===== src/rtl/cpu_scoreboard_if.sv =====
// Decode-side bundle of the Falcon hazard/bypass scoreboard: p2 operand info in,
// bypass selects, bubble request and writeback strobe out.
interface cpu_scoreboard_if #(
   parameter int LAT_BITS = 2,
   parameter int SEL_BITS = 2
);
   logic                stall;
   logic                flush;
   logic                p2_valid;
   logic [4:0]          p2_reg_a;
   logic                p2_use_a;
   logic [4:0]          p2_reg_b;
   logic                p2_use_b;
   logic [4:0]          p2_reg_d;
   logic                p2_write_en;
   logic [LAT_BITS-1:0] p2_latency;
   logic                p2_bubble;
   logic [SEL_BITS-1:0] p2_sel_a;
   logic [SEL_BITS-1:0] p2_sel_b;
   logic [4:0]          wb_reg_d;
   logic                wb_write_en;
   logic [31:0]         bubble_count;

   modport master (
      output stall, flush, p2_valid, p2_reg_a, p2_use_a, p2_reg_b, p2_use_b,
             p2_reg_d, p2_write_en, p2_latency,
      input  p2_bubble, p2_sel_a, p2_sel_b, wb_reg_d, wb_write_en, bubble_count
   );

   modport slave (
      input  stall, flush, p2_valid, p2_reg_a, p2_use_a, p2_reg_b, p2_use_b,
             p2_reg_d, p2_write_en, p2_latency,
      output p2_bubble, p2_sel_a, p2_sel_b, wb_reg_d, wb_write_en, bubble_count
   );
endinterface


===== src/rtl/cpu_scoreboard.sv =====
// Hazard, bypass and writeback tracker: shifts p2 destination entries through
// DEPTH post-decode stages and resolves operand bypass selects against them.
module cpu_scoreboard #(
   parameter int DEPTH       = 3,
   parameter int LAT_BITS    = 2,
   parameter int FLUSH_DEPTH = 1,
   parameter int SEL_BITS    = $clog2(DEPTH + 1)
) (
   input  logic            clock,
   input  logic            reset,
   cpu_scoreboard_if.slave bus
);

   typedef struct packed {
      logic                valid;
      logic [4:0]          reg_d;
      logic                write_en;
      logic [LAT_BITS-1:0] latency;
   } entry_t;

   // Index i holds stage p(3+i); index DEPTH-1 is writeback.
   entry_t        stage_q [DEPTH];
   entry_t        stage_d [DEPTH];
   logic [31:0]   bubble_count_q;
   logic [31:0]   bubble_count_d;

   logic                hazard_a;
   logic                hazard_b;
   logic [SEL_BITS-1:0] sel_a;
   logic [SEL_BITS-1:0] sel_b;
   logic                bubble;
   logic                kill_p2;

   // Walk oldest to youngest so the youngest matching stage has the final say.
   always_comb begin
      // NOTE: every combinational output gets a default before any branch, so no latch is inferred.
      sel_a    = '0;
      sel_b    = '0;
      hazard_a = 1'b0;
      hazard_b = 1'b0;
      for (int i = DEPTH - 1; i >= 0; i--) begin
         if (bus.p2_valid && bus.p2_use_a && stage_q[i].valid && stage_q[i].write_en &&
             stage_q[i].reg_d == bus.p2_reg_a) begin
            if (i >= int'(stage_q[i].latency)) begin
               sel_a    = SEL_BITS'(i + 1);
               hazard_a = 1'b0;
            end else begin
               sel_a    = '0;
               hazard_a = 1'b1;
            end
         end
         if (bus.p2_valid && bus.p2_use_b && stage_q[i].valid && stage_q[i].write_en &&
             stage_q[i].reg_d == bus.p2_reg_b) begin
            if (i >= int'(stage_q[i].latency)) begin
               sel_b    = SEL_BITS'(i + 1);
               hazard_b = 1'b0;
            end else begin
               sel_b    = '0;
               hazard_b = 1'b1;
            end
         end
      end
   end

   assign kill_p2 = reset || bus.flush;
   assign bubble  = (hazard_a || hazard_b) && bus.p2_valid && !kill_p2;

   assign bus.p2_bubble = bubble;
   assign bus.p2_sel_a  = kill_p2 ? '0 : sel_a;
   assign bus.p2_sel_b  = kill_p2 ? '0 : sel_b;

   // Writes to $0 never create a dependency, so write_en is cleared on entry.
   always_comb begin
      stage_d        = stage_q;
      bubble_count_d = bubble_count_q;
      if (!bus.stall) begin
         stage_d[0].valid    = bus.p2_valid && !bubble && !bus.flush;
         stage_d[0].reg_d    = bus.p2_reg_d;
         stage_d[0].write_en = bus.p2_write_en && (bus.p2_reg_d != 5'd0);
         stage_d[0].latency  = bus.p2_latency;
         for (int i = 1; i < DEPTH; i++) begin
            stage_d[i] = stage_q[i-1];
            // Only entries younger than the jump die; the jump itself sits further down.
            if (bus.flush && i <= FLUSH_DEPTH) begin
               stage_d[i].valid = 1'b0;
            end
         end
         if (bubble && bubble_count_q != 32'hFFFF_FFFF) begin
            bubble_count_d = bubble_count_q + 32'd1;
         end
      end
   end

   always_ff @(posedge clock) begin
      // NOTE: sequential state uses non-blocking assignments so every flop samples pre-edge values.
      if (reset) begin
         for (int i = 0; i < DEPTH; i++) begin
            stage_q[i] <= '0;
         end
         bubble_count_q <= '0;
      end else begin
         stage_q        <= stage_d;
         bubble_count_q <= bubble_count_d;
      end
   end

   assign bus.wb_write_en  = !reset && stage_q[DEPTH-1].valid && stage_q[DEPTH-1].write_en;
   assign bus.wb_reg_d     = (!reset && stage_q[DEPTH-1].valid) ? stage_q[DEPTH-1].reg_d : 5'd0;
   assign bus.bubble_count = bubble_count_q;

endmodule

===== src/flat_wrapper.sv =====
// flat-port wrapper written by rule: the top's interface ports become plain ports
module cpu_scoreboard_flat 
#(
   parameter int DEPTH       = 3,
   parameter int LAT_BITS    = 2,
   parameter int FLUSH_DEPTH = 1,
   parameter int SEL_BITS    = $clog2(DEPTH + 1)
)
  (clock, reset, bus_stall, bus_flush, bus_p2_valid, bus_p2_reg_a, bus_p2_use_a, bus_p2_reg_b, bus_p2_use_b, bus_p2_reg_d, bus_p2_write_en, bus_p2_latency, bus_p2_bubble, bus_p2_sel_a, bus_p2_sel_b, bus_wb_reg_d, bus_wb_write_en, bus_bubble_count);
  cpu_scoreboard_if #(.LAT_BITS(LAT_BITS), .SEL_BITS(SEL_BITS)) bus_i ();
  input  logic clock;
  input  logic reset;
  input wire logic [$bits(bus_i.stall)-1:0] bus_stall;
  input wire logic [$bits(bus_i.flush)-1:0] bus_flush;
  input wire logic [$bits(bus_i.p2_valid)-1:0] bus_p2_valid;
  input wire logic [$bits(bus_i.p2_reg_a)-1:0] bus_p2_reg_a;
  input wire logic [$bits(bus_i.p2_use_a)-1:0] bus_p2_use_a;
  input wire logic [$bits(bus_i.p2_reg_b)-1:0] bus_p2_reg_b;
  input wire logic [$bits(bus_i.p2_use_b)-1:0] bus_p2_use_b;
  input wire logic [$bits(bus_i.p2_reg_d)-1:0] bus_p2_reg_d;
  input wire logic [$bits(bus_i.p2_write_en)-1:0] bus_p2_write_en;
  input wire logic [$bits(bus_i.p2_latency)-1:0] bus_p2_latency;
  output wire logic [$bits(bus_i.p2_bubble)-1:0] bus_p2_bubble;
  output wire logic [$bits(bus_i.p2_sel_a)-1:0] bus_p2_sel_a;
  output wire logic [$bits(bus_i.p2_sel_b)-1:0] bus_p2_sel_b;
  output wire logic [$bits(bus_i.wb_reg_d)-1:0] bus_wb_reg_d;
  output wire logic [$bits(bus_i.wb_write_en)-1:0] bus_wb_write_en;
  output wire logic [$bits(bus_i.bubble_count)-1:0] bus_bubble_count;
  assign bus_i.stall = bus_stall;
  assign bus_i.flush = bus_flush;
  assign bus_i.p2_valid = bus_p2_valid;
  assign bus_i.p2_reg_a = bus_p2_reg_a;
  assign bus_i.p2_use_a = bus_p2_use_a;
  assign bus_i.p2_reg_b = bus_p2_reg_b;
  assign bus_i.p2_use_b = bus_p2_use_b;
  assign bus_i.p2_reg_d = bus_p2_reg_d;
  assign bus_i.p2_write_en = bus_p2_write_en;
  assign bus_i.p2_latency = bus_p2_latency;
  assign bus_p2_bubble = bus_i.p2_bubble;
  assign bus_p2_sel_a = bus_i.p2_sel_a;
  assign bus_p2_sel_b = bus_i.p2_sel_b;
  assign bus_wb_reg_d = bus_i.wb_reg_d;
  assign bus_wb_write_en = bus_i.wb_write_en;
  assign bus_bubble_count = bus_i.bubble_count;
  cpu_scoreboard #(.DEPTH(DEPTH), .LAT_BITS(LAT_BITS), .FLUSH_DEPTH(FLUSH_DEPTH), .SEL_BITS(SEL_BITS)) u_core (.clock(clock), .reset(reset), .bus(bus_i));
endmodule

===== config.mk =====
export PLATFORM = sky130hd
export DESIGN_NAME = cpu_scoreboard_flat
export DESIGN_NICKNAME = d
export VERILOG_FILES = /design/src/rtl/cpu_scoreboard_if.sv /design/src/rtl/cpu_scoreboard.sv /design/src/flat_wrapper.sv
export SDC_FILE = /design/constraint.sdc
export NUM_CORES = 1
export LEC_CHECK = 0
export BUFFER_PORTS_ARGS = -buffer_cell sky130_fd_sc_hd__buf_2
export CAP_MARGIN = 0
export CORE_ASPECT_RATIO = 1.75
export CORE_MARGIN = 1
export CORE_UTILIZATION = 50
export DETAILED_ROUTE_END_ITERATION = 10
export PLACE_DENSITY = 0.77
export SLEW_MARGIN = 20
export SYNTH_ARGS = -nofsm -noshare
export SYNTH_HDL_FRONTEND = slang
export SYNTH_SLANG_ARGS = --single-unit

===== constraint.sdc =====
create_clock -name clock -period 2.55 [get_ports clock]
set_clock_uncertainty 0.05 [all_clocks]
set_input_delay 0.3825 -clock clock [delete_from_list [all_inputs] [get_ports clock]]
set_output_delay 0.3825 -clock clock [all_outputs]
set_load 0.005 [all_outputs]

==> out/metrics.yaml <==
antenna_found_initial: 0
yosys_register_bits: 59
num_vias: 3515
cts_tree: "yes"
clock_insertion_delay_worst_skew_ns: 0.36
worst_setup_path_start_kind: "register"
fin_ws_ns: -0.0386
r2r_start: "u_core.stage_q[2]"
synth-main-ff-cell: "dfxtp_1"
rsz0062_at_grt: "yes"
min_to: "u_core.stage_q[19]"
leakage_nw: 1.91
ios: 68
seq_area_frac_synth_pct: 35.6
gp_congestion: 0.946
cp_common_cell: "buf_4"
syn_nets: 418
violations: "negative setup slack"
synthMuxAreaShare_pct: 10.6
slowest_delay_ns: 0.52
finalSetupViolCount: 10
yosys.area_share.adder_pct: 0.377
synth_top_family_by_area: "simple AND/OR/NAND/NOR gates"
critPathMaxFanout: 12
ys_async_sr_fraction_pct: 0
synth.most_common_cell: "dfxtp_1"
clockRootBuffer: "clkbuf_8"
grt_pass1_vias: 3229
core_area_mm2: 0.00632
grt_start_max_net_pins: 66
drt_iter0_markers: 270
max_freq_mhz: 386
hold_class: "input pin to register"
r2r-end: "u_core.bus.bubble_count[19]"
irDropWorstVdd_mv: 0.335
synth_top_area_share_pct: 35.6
worst-setup-path-type: "register to register"
vias_per_cell: 6.10
rr_worst_depth: 9
cp_slowest_cell: "or4_1"
rows: 38
synth_compound_area_share_pct: 13.2
hold_viol_final: 0
post-route-util_pct: 71.2
die_width_um: 63.6
grt_pass1_wl_um: 14900
syn_to_final_growth_pct: 35.8
synth_area_leaders: "dfxtp_1 36%, mux2i_1 7.8%, nor2_1 5.3%, or4_1 4.8%, xnor2_1 4.2%"
r2r_slack_ns: -0.04
synth_enable_flop_cells: 0
wire_per_inst_um: 17.3
yosys_warnings: 0
drtAntennaViolNets: 0
dp_slack_ns: -0.143
required_ns: 2.79
yosys.area_share.simple_pct: 28.1
crit_chain: "nand4_1, nor4_2, buf_4, o2111ai_2, a21o_1, buf_4, a31o_2, or4_1, a21oi_1"
die_area_mm2: 0.00698
status: "finished, violations left"
clock-sinks: 59
ys_top_cells_by_count: "59 x dfxtp_1, 47 x nor2_1, 26 x mux2i_1"
die_height_um: 110
holdPathStages: 3
yosys.area.top_type: "dfxtp_1"
pwr_density_cell_mw_per_mm2: 447
h-tree-depth: 3
ys_types: 42
fin_crit_sh_pct: 102
slew_viol_final: 0
syn_area_per_cell_um2: 8.46
dp_hpwl_um: 6630
n_antenna_cell: 0
cts_buffers: 9
timing.setup.tns_ns: -0.223
drc: 0
endpoint_kind: "register"
first_pass_iters: 5
arrival_ns: 2.83
wl_um: 9970
p_total_mw: 2.01
clk_path_buf_depth: 2
clk_pin_slew_ns: 0.08
critPathLaunch: "u_core.stage_q[2]"
drive_gt1_share_pct: 36.7
cap_violations: 0
nets: 517
port-buffer-count: 67
hp-start: "bus_p2_latency[1]"
post-route-min-period_ns: 2.59
worst_pin_slew_ns: 0.831
synth_cells: 392
relSlewSlack_pct: 44.3
netlist_area_mm2: 0.00332
start_util_pct: 52.5
overflow: 0
synth_xor_area_share_pct: 7.92
grt_usage_pct: 28.4
state kept, by name, summed over array words and instances (netlist names):
register and flops:
u_core.bus.bubble_count 32, u_core.stage_q 27
logic make-up after synthesis:
kind of cell,Yosys count
AO/OA/AOI/OAI,62
XOR/XNOR,30
adder cells (fa/ha/maj),1
buffers and inverters,32
flip-flops,59
multiplexers,34
AND/OR/NAND/NOR,174
worst max-delay path, delay by kind of cell (launching register included):
family / cells / cell delay (ns)
compound gates: 4 / 0.76
flops: 1 / 0.37
simple gates: 3 / 1.00
buf+inv: 2 / 0.34
cells in the final DEF (no fill, tap or decap), types with 4 or more instances in the layout:
master    Yosys  layout
nand2_1      19      19
and2_1        7       7
nor2b_1       8       8
a21oi_1      23      20
nand4_1      19      19
or4_4         0       4
buf_4         2      40
o21ai_0       5       5
buf_2         2      66
and3_1        8       8
or4_1        21      17
nor2_1       47      46
nand3_1      15      14
mux2_4        0       5
clkbuf_8      0      10
o31ai_1      18      17
dfxtp_2       0       9
xor2_1       14      10
xnor2_1      16      14
or3_1         6       5
mux2i_1      26      26
nor3_2        0       4
dfxtp_1      59      47
nor4_4        0       5
inv_1        10       9
worst max-delay path by stage:
stage,slack (ns),endpoint
detailed placement,-0.14,u_core.bus.bubble_count[14]
global route,-0.13,u_core.bus.bubble_count[26]
finish,-0.04,u_core.bus.bubble_count[19]
CTS,-0.04,u_core.bus.bubble_count[14]
floorplan,0.004,u_core.bus.bubble_count[11]
global placement,-0.11,u_core.bus.bubble_count[27]
repair_timing:
action / CTS / global route
pin swaps: 12 / 16
hold buffers: 0 / 0
endpoints found under the setup margin: 28 / 35
buffers inserted: 5 / 4
gates cloned: 1 / 0
gates resized for setup: 21 / 39
endpoints found under the hold margin: 0 / 0
power by group:
group	switching [mW]	internal (mW)
combinational	0.114	0.0813
clock	0.389	0.473
sequential	0.0221	0.935
layer usage:
| metal | up-vias | GRT usage, % | routed length [µm] |
|---|---|---|---|
| li1 | 1646 | - | - |
| met1 | 1687 | 26.1 | 3540 |
| met2 | 148 | 54.9 | 5450 |
| met3 | 34 | 5.39 | 449 |
| met4 | 0 | 19.6 | 520 |
| met5 | - | 0 | 0 |
layout make-up:
type | instances | area, µm²
multi-input cells | 302 | 2290
well taps | 80 | 100
flip-flops and latches | 59 | 1200
clock inverters | 5 | 52.6
inverters | 10 | 37.5
repair buffers | 109 | 673
fillers | 485 | 1820
clock buffers | 11 | 141
per-stage QoR:
step | instances | hold WS (ns) | instance area (µm²)
6_report | 576 | 0.217 | 4500
5_1_grt | 576 | 0.224 | 4500
4_1_cts | 572 | 0.212 | 4280
3_5_place_dp | 550 | 0.438 | 3940
3_3_place_gp | 550 | 0.426 | 3940
2_1_floorplan | 392 | 0.410 | 3350
(Power assumes the default switching activity.)
